`src/rtl/cog_ctr_seq_pkg.sv`:
```
// cog_ctr_seq_pkg: state encoding, mask bit positions and write-order helper for cog_ctr_seq
package cog_ctr_seq_pkg;
    typedef enum logic [2:0] {
        S_IDLE = 3'd0,
        S_STOP = 3'd1,
        S_WFRQ = 3'd2,
        S_WPHS = 3'd3,
        S_WCTR = 3'd4,
        S_ACK  = 3'd5
    } state_t;

    localparam int M_FRQ = 0;
    localparam int M_PHS = 1;
    localparam int M_CTR = 2;

    // Write order is STOP, WFRQ, WPHS, WCTR; each state is skipped when its mask bit is clear.
    function automatic state_t next_state(input state_t s, input logic [2:0] m);
        logic fr, ph, ct;
        fr = m[M_FRQ] && (s inside {S_IDLE, S_STOP});
        ph = m[M_PHS] && (s inside {S_IDLE, S_STOP, S_WFRQ});
        ct = m[M_CTR] && (s inside {S_STOP, S_WFRQ, S_WPHS});
        return s == S_ACK ? S_IDLE :
               (s == S_IDLE && m[M_CTR]) ? S_STOP :
               fr ? S_WFRQ : ph ? S_WPHS : ct ? S_WCTR : S_ACK;
    endfunction
endpackage

```
`src/rtl/cog_ctr_rr.sv`:
```
// cog_ctr_rr: combinational round-robin picker, nearest requester at or above ptr with wrap
module cog_ctr_rr #(
    parameter int NREQ = 2,
    parameter int RRW  = 3
) (
    input  logic [NREQ-1:0] req,
    input  logic [RRW-1:0]  ptr,
    output logic            valid,
    output logic [RRW-1:0]  idx
);
    int best;

    always_comb begin
        valid = 1'b0;
        idx   = '0;
        best  = NREQ;
        for (int i = 0; i < NREQ; i++) begin
            if (req[i] && ((i + NREQ - int'(ptr)) % NREQ) < best) begin
                best  = (i + NREQ - int'(ptr)) % NREQ;
                valid = 1'b1;
                idx   = RRW'(i);
            end
        end
    end
endmodule

```
`src/rtl/cog_ctr_seq.sv`:
```
// cog_ctr_seq: round-robin sequencer serialising CTR/FRQ/PHS rewrites into one cog_ctr write port
module cog_ctr_seq
    import cog_ctr_seq_pkg::*;
#(
    parameter int NREQ = 2,
    parameter int RRW  = 3
) (
    input  logic                clk_cog,
    input  logic                nres,
    input  logic [NREQ-1:0]     req,
    input  logic [3*NREQ-1:0]   req_mask,
    input  logic [32*NREQ-1:0]  req_ctr,
    input  logic [32*NREQ-1:0]  req_frq,
    input  logic [32*NREQ-1:0]  req_phs,
    output logic [NREQ-1:0]     ack,
    output logic                busy,
    output logic                setctr,
    output logic                setfrq,
    output logic                setphs,
    output logic [31:0]         data
);
    state_t         state, nxt;
    logic [RRW-1:0] ptr, idx, g_idx;
    logic           g_valid;
    logic [2:0]     mask, g_mask;
    logic [31:0]    ctr, frq, phs, g_ctr, g_frq, g_phs;

    cog_ctr_rr #(.NREQ(NREQ), .RRW(RRW)) u_rr (
        .req   (req),
        .ptr   (ptr),
        .valid (g_valid),
        .idx   (g_idx)
    );

    always_comb begin
        g_mask = '0;
        g_ctr  = '0;
        g_frq  = '0;
        g_phs  = '0;
        for (int i = 0; i < NREQ; i++) begin
            if (g_idx == RRW'(i)) begin
                g_mask = req_mask[i*3 +: 3];
                g_ctr  = req_ctr[i*32 +: 32];
                g_frq  = req_frq[i*32 +: 32];
                g_phs  = req_phs[i*32 +: 32];
            end
        end
    end

    // From IDLE the route is chosen from the winner's live mask; afterwards from the latched one.
    assign nxt = state == S_IDLE ? (g_valid ? next_state(S_IDLE, g_mask) : S_IDLE)
                                 : next_state(state, mask);

    always_ff @(posedge clk_cog) begin
        if (!nres) begin
            state <= S_IDLE;
            ptr   <= '0;
            idx   <= '0;
            mask  <= '0;
            ctr   <= '0;
            frq   <= '0;
            phs   <= '0;
        end else begin
            state <= nxt;
            if (state == S_IDLE && g_valid) begin
                idx  <= g_idx;
                mask <= g_mask;
                ctr  <= g_ctr;
                frq  <= g_frq;
                phs  <= g_phs;
            end
            if (state == S_ACK)
                ptr <= idx == RRW'(NREQ - 1) ? '0 : idx + 1'b1;
        end
    end

    always_comb begin
        ack = '0;
        for (int i = 0; i < NREQ; i++)
            ack[i] = state == S_ACK && idx == RRW'(i);
    end

    assign busy   = state != S_IDLE;
    assign setctr = state == S_STOP || state == S_WCTR;
    assign setfrq = state == S_WFRQ;
    assign setphs = state == S_WPHS;
    assign data   = state == S_WFRQ ? frq : state == S_WPHS ? phs : state == S_WCTR ? ctr : '0;
endmodule

```
`config.mk`:
```
export PLATFORM = sky130hd
export DESIGN_NAME = cog_ctr_seq
export DESIGN_NICKNAME = d
export VERILOG_FILES = /design/src/rtl/cog_ctr_seq_pkg.sv /design/src/rtl/cog_ctr_rr.sv /design/src/rtl/cog_ctr_seq.sv
export SDC_FILE = /design/constraint.sdc
export NUM_CORES = 1
export LEC_CHECK = 0
export CAP_MARGIN = 0
export CORE_ASPECT_RATIO = 0.6
export CORE_MARGIN = 3
export CORE_UTILIZATION = 44
export CTS_BUF_LIST = sky130_fd_sc_hd__clkbuf_16
export DETAILED_ROUTE_END_ITERATION = 16
export GPL_ROUTABILITY_DRIVEN = 0
export PLACE_DENSITY = 0.87
export SYNTH_ARGS = -nofsm -noshare
export SYNTH_HDL_FRONTEND = slang
export SYNTH_SLANG_ARGS = --single-unit
```
`constraint.sdc`:
```
create_clock -name clk_cog -period 3.4 [get_ports clk_cog]
set_clock_uncertainty 0.1 [all_clocks]
set_input_delay 0.68 -clock clk_cog [delete_from_list [all_inputs] [get_ports clk_cog]]
set_output_delay 0.68 -clock clk_cog [all_outputs]
set_load 0.1 [all_outputs]
```
# Yosys cells after proc, flatten, opt, wreduce, memory -nomap -nowiden

Index checks and enable logic that the tools add are counted.

Register bits: 108
Bits of input ports: 202
Logic and storage cells: 64

$add $sub $neg: 3
Order comparisons: 2
Eq/ne operators: 7
Muxes and demuxes: 26
Bitwise operators: 2
Reduce and logical (&&, ||, !) cells: 17

Operators with widths:

| cell                                                                         | count |
|---|---|
| 32-bit two-way mux                                                           | 10 |
| 3-bit two-way mux                                                            | 12 |
| 2-bit by 32-bit less-than comparator with 1-bit output                       | 1 |
| 3-bit by 1-bit equality test with 1-bit output, second input constant        | 3 |
| 1-bit logical AND                                                            | 9 |
| 3-bit logical NOT                                                            | 3 |
| 3-bit nonzero test                                                           | 3 |
| 2-bit by 3-bit subtractor with 4-bit output, first input constant            | 2 |
| 3-bit by 2-bit equality test with 1-bit output, second input constant        | 2 |
| 3-bit equality test, second input constant                                   | 2 |
| 1-bit two-way mux                                                            | 4 |
| 3-bit by 1-bit adder with 3-bit output, second input constant                | 1 |
| 2-bit by 3-bit less-than comparator with 1-bit output, second input constant | 1 |
| 1-bit bitwise AND                                                            | 2 |
| 2-bit nonzero test                                                           | 1 |
| 1-bit logical OR                                                             | 1 |

# Longest topological paths before layout

Gate-level depths: netlist (run 1).

Depth after elaboration: 16
Gate-level depth with buffers: 8
Depth with buffers taken out: 5

# Hierarchy

Synthesis (run 1) repeated with hierarchy kept, for this count alone.

Cell total of the unflattened synthesis: 739
Area total of the unflattened synthesis: 5990.7 um^2

Modules (own cells, without submodules):

| module      | instances | cells each | area an instance (um^2) |
|---|---|---|---|
| cog_ctr_seq | 1         | 725        | 5878.1 |
| cog_ctr_rr  | 1         | 14         | 112.6 |

# Worst setup path before layout (run 1)

No wires, ideal clock.

Path kind: reg2out
Start: register state[0]
End: output data[10]
Arrival time: 3107 ps
Required time: 2620 ps
Path slack: -487 ps
Stages on the path, launching flop included: 5
Path buffers: 2
Cells stage by stage: dfxtp_1 > buf_2 > buf_2 > mux2i_1 > o21ai_0

Word-level cells in the longest chain between the ends: 4
Elaborated cells on any way between the ends: 6
Classes of those cells: eq/ne: 3; mux: 3

RTL lines:

| element                          | RTL line          | RTL |
|---|---|---|
| start, declared                  | cog_ctr_seq.sv:22 | `state_t state, nxt;` |
| start signal, assigned           | cog_ctr_seq.sv:64 | `state <= nxt;` |
| 3-bit equality test              | cog_ctr_seq.sv:87 | `assign data = state == S_WFRQ ? frq : state == S_WPHS ? phs : state == S_WCTR ? ctr : '0;` |
| 32-bit two-way mux (2 in series) | cog_ctr_seq.sv:87 |  |
| 32-bit two-way mux (*)           | cog_ctr_seq.sv:87 |  |
| end, declared                    | cog_ctr_seq.sv:20 | `output logic [31:0] data` |

Every way passes the cells marked *; elsewhere a longest branch is shown, timed or not.

# Final worst setup path (run 1)

Start: register state[1]
End: output data[13]

Same word-level chain as after synthesis.

==> flow_summary.json, run 1 <==
{
  "cts_max_level": 3,
  "slew_headroom_pct": 31.49,
  "fmax_mhz": 309.4,
  "r2r_cells": 7,
  "syn_inst": 611,
  "dpl.hpwl_um": 13170,
  "start_util_pct": 47.17,
  "ioPinCount": 240,
  "endpoint_kind": "primary output",
  "cts_tree": "done",
  "layout-area-overhead-vs-synth_pct": 63.98,
  "die-area_um2": 12340,
  "crit_fanout": 21,
  "ys_top_cells_by_area": "dfxtp_1 (43%), o22ai_1 (13%), a21oi_1 (10%), mux2i_1 (7.0%), o21ai_0 (6.9%)",
  "yosys.cell_types.count": 28,
  "pwr-share-seq_pct": 31.8,
  "max-vdd-ir-drop_uv": 691.2,
  "grt_max_degree": 100,
  "powerDensity_nw_per_um2": 813.7,
  "status": "finished clean",
  "coreArea_um2": 10260,
  "worstMarginPinSlew_ns": 1.028,
  "crit_path_start_kind": "flop",
  "grt_pass1_wl_um": 28670,
  "worstHoldStart": "ctr[15]",
  "hold_path_depth": 2,
  "ys_seq_area_share_pct": 43.00,
  "p_leak_uw": 0.002905,
  "grt_use_total_pct": 28.87,
  "p_comb_share_pct": 51.5,
  "ys_warn_count": 0,
  "clkPwrFrac_pct": 16.7,
  "wirelength_um": 18420,
  "synth_edf_count": 0,
  "cts_root_buffer": "clkbuf_16",
  "cts.sinks": 104,
  "max_cap_viol_count": 0,
  "r2r_end": "state[0]",
  "fin_tns_setup_ns": 0,
  "min_period_ns": 3.233,
  "drt_iter0_markers": 458,
  "finalSetupViolations": 0,
  "avgViaCountPerCell": 5.893,
  "min_path_type": "reg -> reg",
  "drt-wirelength-per-cell_um": 19.41,
  "critPathRequiredTime_ns": 2.62,
  "post-synth-top-count-cell": "dfxtp_1",
  "yosys.area.top_type": "dfxtp_1",
  "synth-main-ff-cell": "dfxtp_1",
  "die_y_um": 87.26,
  "drive_gt1_share_pct": 9.214,
  "ant_nets": 0,
  "num_vias": 5592,
  "numCtsBuffers": 9,
  "antenna_found_initial": 0,
  "cts-resized-gates": 0,
  "rsz0062_at_grt": "no",
  "timing.rr.start": "state[0]",
  "syn_nets": 813,
  "dr.pass1.iters": 5,
  "drc": 0,
  "clockBufferDepth": 2,
  "placed_cell_area_um2": 7622,
  "overflow": 0,
  "p_int_uw": 3547,
  "r2r_setup_slack_ns": 1.13,
  "fin_util_pct": 77.35,
  "hold_path_end": "ctr[15]",
  "portBuffers": 239,
  "synth.top_cells.by_count": "dfxtp_1 (104), a21oi_1 (101), o22ai_1 (101)",
  "die_w_um": 141.4,
  "path_class": "reg -> out",
  "switchingPower_uw": 2914,
  "switching_share_pct": 45.10,
  "synth.avg_cell_area_um2": 7.925,
  "clk_pin_slew_ns": 0.06,
  "cts_hold_buf": 0,
  "ys_ff_latch": 104,
  "finalHoldViolCount": 0,
  "rows": 28,
  "cts_setup_buffers": 0,
  "first_global_vias": 5688,
  "syn-cell-area_um2": 4842,
  "cp.arrival_ns": 2.45,
  "period_share_pct": 95.08,
  "clkLatencyLatePin_ns": 0.34,
  "ys_async_sr_fraction_pct": 0,
  "yosysTopAreaCellShare_pct": 43.00,
  "layout.nets": 1011,
  "antenna_cells": 0,
  "slew_violations": 0,
  "design_area_um2": 7940
}
[critical path, stage by stage, from the launching register on]
cell     delay (ns)
dfxtp_1        0.59
nand2_1        0.62
buf_4          0.42
o21ai_1        0.26
buf_12         0.21
[per-layer routing]
layer,part of all wire (%),up-vias,global-route usage [%]
li1,-,2680,-
met1,41,2569,37.21
met2,47,315,47.60
met3,10,28,8.722
met4,1.5,0,7.840
met5,0,-,0
[layout by cell type (no fill, tap or decap), types with 2 or more instances in the layout]
cell             instances
buf_12                  36
clkdlybuf4s50_1        200
o22ai_1                101
bufinv_16                2
o32ai_1                  2
mux2i_1                 34
clkinv_1                 2
inv_1                    6
o21ai_1                 90
clkbuf_16                9
nor2_4                   2
o21ai_0                 41
and2_1                   2
a21oi_1                101
nand2_1                 39
buf_4                   15
nor3_1                   2
nor2_1                   6
nand2b_1                 2
dfxtp_1                103
[cells by family after synthesis]
logic type / count (synthesis) / synth area share, %
compound gates: 340 / 38.24
xor+xnor: 1 / 0.1809
buf+inv: 71 / 5.917
flops: 104 / 43.00
mux: 34 / 7.028
simple gates: 61 / 5.633
[worst max path at each step]
stage / start / end / cells past startpoint
CTS: state[2] / data[4] / 6
finish: state[1] / data[13] / 4
global placement: state[2] / data[1] / 6
detailed placement: state[2] / data[4] / 6
floorplan: state[1] / data[1] / 4
global route: state[1] / data[13] / 4
[sequential cells by signal (all words and copies together) (netlist names)]
signal  count
ctr        32
frq        32
phs        32
mask        3
state       3
idx         1
ptr         1
[layout make-up]
| type | instances | area (um2) |
|---|---|---|
| repair buffers | 252 | 2840 |
| multi-input cells | 436 | 2512 |
| fillers | 694 | 2325 |
| flip-flops and latches | 104 | 2083 |
| clock buffers | 9 | 225.2 |
| well taps | 135 | 168.9 |
| clock inverters | 7 | 87.58 |
| inverters | 6 | 22.52 |
[stage by stage]
| stage | power (uW) | instances | setup WS [ns] | hold WS (ns) |
|---|---|---|---|---|
| final | 6461 | 949 | 0.1674 | 0.4235 |
| after CTS | 6438 | 949 | 0.1342 | 0.4216 |
| after detailed placement | 5348 | 933 | 0.5071 | 0.4079 |
| after global routing | 6776 | 949 | 0.04396 | 0.4397 |
| after global placement | 5250 | 933 | 0.6112 | 0.4052 |
| after floorplan | 4170 | 611 | -0.4733 | 0.3497 |
[power groups by stage]
stage                     clock [uW]  sequential [uW]  combinational, uW
after floorplan                    0             1930               2240
after global placement             0             2030               3220
after detailed placement           0             2050               3300
after CTS                       1090             2040               3310
after global routing            1140             2100               3530
final                           1080             2060               3330
Note: power is estimated with default switching activity, not from simulation.
==> inputs of run 2 (changes only) <==
- PLACE_DENSITY: 0.87 -> 0.89
==> run 2 against run 1 <==
Clock-buffer cell count is the same. Combinational power is 2% lower. First-iteration DRC count shrank 7.2%. Worst setup slack improved by 0.17 ns. Core utilization is 0.55 points lower. Sequential share of layout area is 0.19 points higher. Non-clock buffer count is the same. Critical endpoint is now ack[1]. Largest cell class unchanged. Largest power group unchanged.
==> flow_summary.json, run 2 (synthesized netlist as in run 1, its figures left out) <==
{
  "antenna_found_initial": 0,
  "fmax_mhz": 326.3,
  "endpoint_kind": "primary output",
  "min_period_ns": 3.065,
  "crit_path_start_kind": "flop",
  "crit_slowest_cell": "dfxtp_2",
  "fin_util_pct": 76.80,
  "ant_nets": 0,
  "placed_cell_area_um2": 7610,
  "avgViaCountPerCell": 5.925,
  "r2r_setup_slack_ns": 0.95,
  "die_w_um": 141.4,
  "finalSetupViolations": 0,
  "finalHoldViolCount": 0,
  "cts-resized-gates": 0,
  "cts.sinks": 104,
  "final_common_cell": "clkdlybuf4s50_1",
  "p_leak_uw": 0.002883,
  "die-area_um2": 12340,
  "layout.nets": 1011,
  "setup_slack_ns": 0.3351,
  "powerDensity_nw_per_um2": 802.1,
  "overflow": 0,
  "critPathRequiredTime_ns": 2.62,
  "crit_top_cell": "buf_4",
  "num_vias": 5623,
  "pwr-share-seq_pct": 33.1,
  "ioPinCount": 240,
  "reg_top3": "ctr (32), frq (32), phs (32)",
  "min_path_type": "reg -> reg",
  "period_share_pct": 90.14,
  "critPathTopFamily": "buffers and inverters",
  "numCtsBuffers": 9,
  "grt_pass1_wl_um": 28770,
  "first_global_vias": 5792,
  "cts_setup_buffers": 0,
  "cts_hold_buf": 0,
  "worstMarginPinSlew_ns": 1.031,
  "r2r_cells": 7,
  "p_comb_share_pct": 51.8,
  "slew_headroom_pct": 31.26,
  "dpl.hpwl_um": 12980,
  "antenna_cells": 0,
  "cts_max_level": 3,
  "grt_max_degree": 100,
  "rsz0062_at_grt": "no",
  "clk_pin_slew_ns": 0.07,
  "die_y_um": 87.26,
  "mostFrequentLayoutCells": "clkdlybuf4s50_1 (200), dfxtp_1 (103), a21oi_1 (101), o22ai_1 (101), o21ai_1 (90)",
  "switchingPower_uw": 2939,
  "status": "finished clean",
  "path_class": "reg -> out",
  "hold_path_depth": 2,
  "fillers": 724,
  "path_cells": "buf_4, nor2b_1, nand2_1, nor2_1, buf_4",
  "wirelength_um": 18120,
  "coreArea_um2": 10260,
  "clkPwrFrac_pct": 15.0,
  "preCtsSetupSlack_ns": 0.7583,
  "drt_iter0_markers": 425,
  "clkLatencyLatePin_ns": 0.34,
  "cp.arrival_ns": 2.28,
  "design_area_um2": 7884,
  "slew_violations": 0,
  "drc": 0,
  "max_cap_viol_count": 0,
  "portBuffers": 239,
  "clockBufferDepth": 2,
  "drive_gt1_share_pct": 9.459,
  "fin_tns_setup_ns": 0,
  "crit_fanout": 26,
  "rows": 28,
  "grt_use_total_pct": 28.77,
  "p_int_uw": 3384,
  "cts_tree": "done",
  "max-vdd-ir-drop_uv": 673.3,
  "critPathBufInv": 2,
  "dp.cells": 933,
  "layout-area-overhead-vs-synth_pct": 62.82,
  "start_util_pct": 47.17,
  "fin_cells": 949,
  "cts_root_buffer": "clkbuf_16",
  "drt-wirelength-per-cell_um": 19.10,
  "dr.pass1.iters": 5,
  "switching_share_pct": 46.48,
  "crit_path_max_incr_delay_ns": 0.63,
  "crit_cells": 5
}
==> run 2: cell types whose count changed in the layout (fill, tap and decap cells not counted) <==
cell / change
bufinv_16: -2
clkinv_1: -2
clkinvlp_4: +2
buf_12: -1
buf_4: +1
clkinv_2: +1
inv_6: +1
nor2_2: +1
nor2_4: -1
==> run 2: path summary, 6_finish.rpt <==
kind              startpoint  endpoint
setup / recovery    state[0]    ack[1]
hold / removal       frq[24]   frq[24]
setup reg to reg    state[0]  state[0]
hold reg to reg      frq[24]   frq[24]
==> run 2: area by class of cell <==
class / instances / area (um2) / area share (%)
Multi-Input combinational cell: 436 / 2507 / 31.80
Sequential cell: 104 / 2083 / 26.42
Clock buffer: 9 / 225.2 / 2.857
Inverter: 6 / 22.52 / 0.2857
Timing Repair Buffer: 252 / 2828 / 35.87
Clock inverter: 7 / 48.80 / 0.6189
Tap cell: 135 / 168.9 / 2.143
==> run 2: metrics by stage <==
step | power (uW) | hold slack, ns
after floorplan | 4170 | 0.3497
after global placement | 5192 | 0.4062
after detailed placement | 5323 | 0.4104
after CTS | 6301 | 0.4191
after global routing | 6642 | 0.4507
final | 6323 | 0.4204
==> run 2: power by group through the flow <==
stage	Combinational [uW]	Sequential [uW]	Clock (uW)
2_1_floorplan	2240	1930	0
3_3_place_gp	3130	2060	0
3_5_place_dp	3230	2090	0
4_1_cts	3250	2080	971
5_1_grt	3480	2140	1020
6_report	3280	2090	950
==> run 2: layer usage <==
metal	part of all wire [%]	vias up	wire length (um)	global-route usage, %
met1	41	2617	7423	36.71
met4	1.0	0	186	6.620
li1	-	2676	-	-
met5	0	-	0	0
met3	9.6	16	1740	7.186
met2	48	314	8774	49.68
==> run 2: worst register-to-register path: cells and delay by family, from the launching register on <==
kind                   cells  cell delay (ns)
buffers and inverters      3             0.89
flip-flops                 1             0.47
AO/OA/AOI/OAI              1             0.29
AND/OR/NAND/NOR            3             0.60
